$ cat src/rtl/wheel_sensor_conditioner.sv
// Reed-switch front end for the cycle computer sensors slave: synchronise and
// debounce nFork/nCrank, then timestamp each closure as period/count/new/stopped.
module wheel_sensor_conditioner #(
    parameter int SYNC_STAGES     = 2,
    parameter int DEBOUNCE_CYCLES = 50000,
    parameter int PERIOD_WIDTH    = 24,
    parameter int COUNT_WIDTH     = 16,
    parameter int TIMEOUT_CYCLES  = 16000000
) (
    input  logic                    HCLK,
    input  logic                    HRESET,
    input  logic                    nFork,
    input  logic                    nCrank,
    input  logic                    fork_clr,
    input  logic                    crank_clr,
    input  logic                    count_clr,
    output logic [PERIOD_WIDTH-1:0] fork_period,
    output logic [COUNT_WIDTH-1:0]  fork_count,
    output logic                    fork_new,
    output logic                    fork_stopped,
    output logic [PERIOD_WIDTH-1:0] crank_period,
    output logic [COUNT_WIDTH-1:0]  crank_count,
    output logic                    crank_new,
    output logic                    crank_stopped
);

    localparam int DW = $clog2(DEBOUNCE_CYCLES + 1);
    localparam logic [DW-1:0] DB_LAST = DW'(DEBOUNCE_CYCLES - 1);
    localparam logic [PERIOD_WIDTH-1:0] P_MAX = '1;
    localparam logic [PERIOD_WIDTH-1:0] P_TIMEOUT = PERIOD_WIDTH'(TIMEOUT_CYCLES - 1);

    logic [1:0] raw;
    logic [1:0] new_clr;

    assign raw     = {nCrank, nFork};
    assign new_clr = {crank_clr, fork_clr};

    for (genvar c = 0; c < 2; c++) begin : g_ch
        logic [SYNC_STAGES-1:0]  sync;
        logic                    synced;
        logic                    level;
        logic                    db_done;
        logic                    closure;
        logic [DW-1:0]           db_cnt;
        logic [PERIOD_WIDTH-1:0] p_cnt;
        logic [PERIOD_WIDTH-1:0] p_next;
        logic [PERIOD_WIDTH-1:0] period;
        logic [COUNT_WIDTH-1:0]  count;
        logic                    fresh;
        logic                    stopped;

        assign synced  = sync[SYNC_STAGES-1];
        assign db_done = (synced != level) && (db_cnt == DB_LAST);
        // Only the released->closed transition of the debounced level counts
        assign closure = db_done && level;
        assign p_next  = (p_cnt == P_MAX) ? P_MAX : p_cnt + PERIOD_WIDTH'(1);

        always_ff @(posedge HCLK) begin
            if (HRESET) begin
                sync   <= '1;
                level  <= 1'b1;
                db_cnt <= '0;
            end else begin
                sync <= {sync[SYNC_STAGES-2:0], raw[c]};
                if (synced == level) begin
                    db_cnt <= '0;
                end else if (db_done) begin
                    level  <= ~level;
                    db_cnt <= '0;
                end else begin
                    db_cnt <= db_cnt + DW'(1);
                end
            end
        end

        always_ff @(posedge HCLK) begin
            if (HRESET) begin
                p_cnt   <= '0;
                period  <= '0;
                count   <= '0;
                fresh   <= 1'b0;
                stopped <= 1'b1;
            end else begin
                p_cnt <= closure ? '0 : p_next;
                if (closure) begin
                    stopped <= 1'b0;
                    period  <= stopped ? '0 : p_next;
                end else if (p_cnt == P_TIMEOUT) begin
                    stopped <= 1'b1;
                end
                // A trip reset landing on a closure still counts that closure
                if (closure) begin
                    count <= count_clr ? COUNT_WIDTH'(1) : count + COUNT_WIDTH'(1);
                end else if (count_clr) begin
                    count <= '0;
                end
                fresh <= closure | (fresh & ~new_clr[c]);
            end
        end
    end

    assign fork_period   = g_ch[0].period;
    assign fork_count    = g_ch[0].count;
    assign fork_new      = g_ch[0].fresh;
    assign fork_stopped  = g_ch[0].stopped;
    assign crank_period  = g_ch[1].period;
    assign crank_count   = g_ch[1].count;
    assign crank_new     = g_ch[1].fresh;
    assign crank_stopped = g_ch[1].stopped;

endmodule
$ cat config.mk
export PLATFORM = sky130hd
export DESIGN_NAME = wheel_sensor_conditioner
export DESIGN_NICKNAME = d
export VERILOG_FILES = /design/src/rtl/wheel_sensor_conditioner.sv
export SDC_FILE = /design/constraint.sdc
export NUM_CORES = 1
export LEC_CHECK = 0
export BUFFER_PORTS_ARGS = -buffer_cell sky130_fd_sc_hd__clkbuf_2
export CORE_MARGIN = 5
export CORE_UTILIZATION = 25
export DETAILED_ROUTE_END_ITERATION = 10
export PLACE_DENSITY_LB_ADDON = 0.2
export SLEW_MARGIN = 20
export SYNTH_ARGS = -nofsm -noshare
export SYNTH_HDL_FRONTEND = slang
export SYNTH_SLANG_ARGS = --single-unit
$ cat constraint.sdc
create_clock -name HCLK -period 6.3 [get_ports HCLK]
set_clock_uncertainty 0.2 [all_clocks]
set_input_delay 0 -clock HCLK [delete_from_list [all_inputs] [get_ports HCLK]]
set_output_delay 0 -clock HCLK [all_outputs]
set_load 0.02 [all_outputs]
==> reports/results.ini <==
[yosys]
yosys_register_bits = 170
synth_fp_nets = 832
synth_xor_area_share_pct = 8.66
synthAdderAreaFrac_pct = 1.05
netlist.area_leader.share_pct = 47.4
synth_compound_area_share_pct = 13.1
muxShareOfSynthArea_pct = 0.139
netlist_area_mm2 = 0.00718
synth_edf_count = 0
synth_top_family_by_area = simple AND/OR/NAND/NOR gates
synthFlopType = dfxtp_1
synth_simple_gate_area_share_pct = 27.1
yosys_warnings = 0
avgSynthCellArea_um2 = 8.76
ys_seq_area_share_pct = 47.4
synth_area_leaders = dfxtp_1 (47%), xnor2_1 (4.9%), nor2_1 (4.5%)
synth_top_area_cell = dfxtp_1
yosysUniqueCellTypes = 52
syn_inst = 819
async_reset_ff_share_pct = 0

[setup_path]
rr_startpoint = g_ch[0].db_cnt[11]
regToRegSetupSlack_ns = 3.26
setup.worst_path.end_class = register
crit_type = register to register
critPathMaxFanout = 10
rr_worst_depth = 6
r2r-end = fork_new
crit_path_start_kind = register
cp.arrival_ns = 3.22
cp.required_ns = 6.48

[drt]
viasPerCell = 4.71
drtPass1Iterations = 5
drcViolationCount = 0
drt_iter0_markers = 374
drtAntennaViolNets = 0
vias = 6133
totalWireLength_mm = 18.3
wl_per_cell_um = 14.0

[layout]
area_growth_pct = 21.8
drive_above_1_share_pct = 15.3
antennaDiodeCount = 0
final_common_cell = dfxtp_1
mostFrequentLayoutCells = dfxtp_1 (170), clkbuf_2 (90), nor2_1 (85)
nNetsFinal = 919
stdcell_count = 1303
fill_cells = 3138

[sta]
rsz0062_at_grt = false
setup_tns_ns = 0
max_freq_mhz = 329
min_period_over_period_pct = 48.3
finalSetupViolCount = 0
slew_headroom_pct = 38.8
fin_crit_ns = 3.04
slew_violations = 0
hold_viol = 0
tightestPinTransition_ns = 0.910

[pwr]
powerDensity_mw_per_mm2 = 262
p_sw_mw = 0.514
clockPowerShare_pct = 51.1
peakVddDrop_mv = 0.150
switching_share_pct = 22.5
seqPwrFrac_pct = 47.3
combPwrFrac_pct = 1.6
p_leak_nw = 3.26
p_int_mw = 1.78

[clocking]
cts_hold_buf = 8
cts_tree = yes
cts-root-buf = clkbuf_16
htree_levels = 4
cts_buffers = 17
clk_path_buf_depth = 2
clk_latency_ns = 0.43
ctsResizeCount = 0
clk_pin_slew_ns = 0.07
cts_num_sinks = 170
cts_setup_buffers = 0

[worst_hold_path]
holdPathEnd = g_ch[1].sync[0]
min_from = nCrank
holdPathStages = 3
hp-class = input port to register

[floorplanning]
die_h_um = 179
initial_utilization_pct = 25.1
die_area_mm2 = 0.0322
die_w_um = 179
core_area_mm2 = 0.0285
io_pins = 91
rows = 62

[place]
io_buffers = 90
gp_congestion = 0.811
dp.cells = 1263
post-dp-hpwl_mm = 12.7

[global_route]
grt_pass1_vias = 5929
grt_remaining_overflow = 0
grt_pass1_wl_mm = 30.7
antenna_found_initial = 0
grtUsageTotal_pct = 11.3
grt_max_degree = 29

[status]
run_status = complete, no violations

[flow_run]
cap_violations = 0

[synthesized netlist by cell type (9+ instances only)]
library cell,instances
nand3_1,44
o21ai_0,20
and4_1,10
nor2_1,86
xor2_1,31
or3_1,16
clkbuf_1,31
dfxtp_1,170
a22o_1,23
a21o_1,11
xnor2_1,40
nor3_1,23
nand2_1,77
and3_1,19
or2_2,9
a21oi_1,57
nand4_1,27
nor4_1,28
inv_1,16
[layer usage]
metal  wire length [µm]  GRT usage (%)  vias to the layer above  share of wire (%)
met5                  0              0                        -                  0
met4                214           3.14                        0                1.2
met3                765           3.09                       17                4.2
met2               8450           18.4                      115                 46
met1               8830           14.8                     2888                 48
li1                   -              -                     3113                  -
[sequential cells by signal, summed over array words and instances (netlist names)]
register,cells
g_ch.p_cnt,48
g_ch.db_cnt,32
crank_period,24
fork_period,24
crank_count,16
fork_count,16
g_ch.sync,4
g_ch.level,2
crank_new,1
crank_stopped,1
fork_new,1
fork_stopped,1
[per-stage QoR]
stage                     power [mW]  worst slack (ns)  instance area (µm²)  hold WS, ns  util [%]
after floorplan                 1.13              3.52                 7180      -0.0962         -
after global placement          1.14              3.33                 8010     -0.00946      28.1
after detailed placement        1.14              3.25                 8010      -0.0107      28.1
after CTS                       2.33              3.24                 8740       0.0656      30.6
after global routing            2.37              2.99                 8740       0.0870      30.6
final                           2.29              3.26                 8740       0.0894      30.6
[cells by family after synthesis]
group | Yosys count
simple gates | 377
flops | 170
compound gates | 145
xor+xnor | 71
buf+inv | 49
fa+ha+maj | 6
mux | 1
[power by group through the flow]
stage	logic [mW]	clock network, mW	registers, mW
after floorplan	0.0240	0	1.11
after global placement	0.0347	0	1.11
after detailed placement	0.0350	0	1.11
after CTS	0.0378	1.21	1.08
after global routing	0.0416	1.25	1.08
final	0.0367	1.17	1.08
[worst max-delay path by stage]
stage | end | depth (start not counted) | from | slack, ns
after floorplan | fork_count[15] | 6 | g_ch[0].db_cnt[11] | 3.52
after global placement | fork_count[15] | 5 | g_ch[0].db_cnt[11] | 3.33
after detailed placement | fork_period[22] | 5 | g_ch[0].db_cnt[11] | 3.25
after CTS | fork_period[22] | 5 | g_ch[0].db_cnt[11] | 3.24
after global routing | fork_period[20] | 5 | g_ch[0].db_cnt[11] | 2.99
final | fork_new | 6 | g_ch[0].db_cnt[11] | 3.26
[cell type report]
class,instances,area (µm²),area share (%)
sequential,170,3400,38.9
clock buffer,18,439,5.02
tap,384,480,5.50
multi-input combinational,600,3600,41.2
inverter,16,60.1,0.687
clock inverter,14,208,2.38
timing repair buffer,101,553,6.33
[worst max-delay path: stages (launching register included)]
cell and delay, ns:
dfxtp_1 0.34, or4b_1 0.56, or4_1 0.72, nor2_1 0.45, a21oi_1 0.07, nor2_1 0.10
dlygate4sd3_1 0.55
Note: power is estimated with default switching activity, not from simulation.
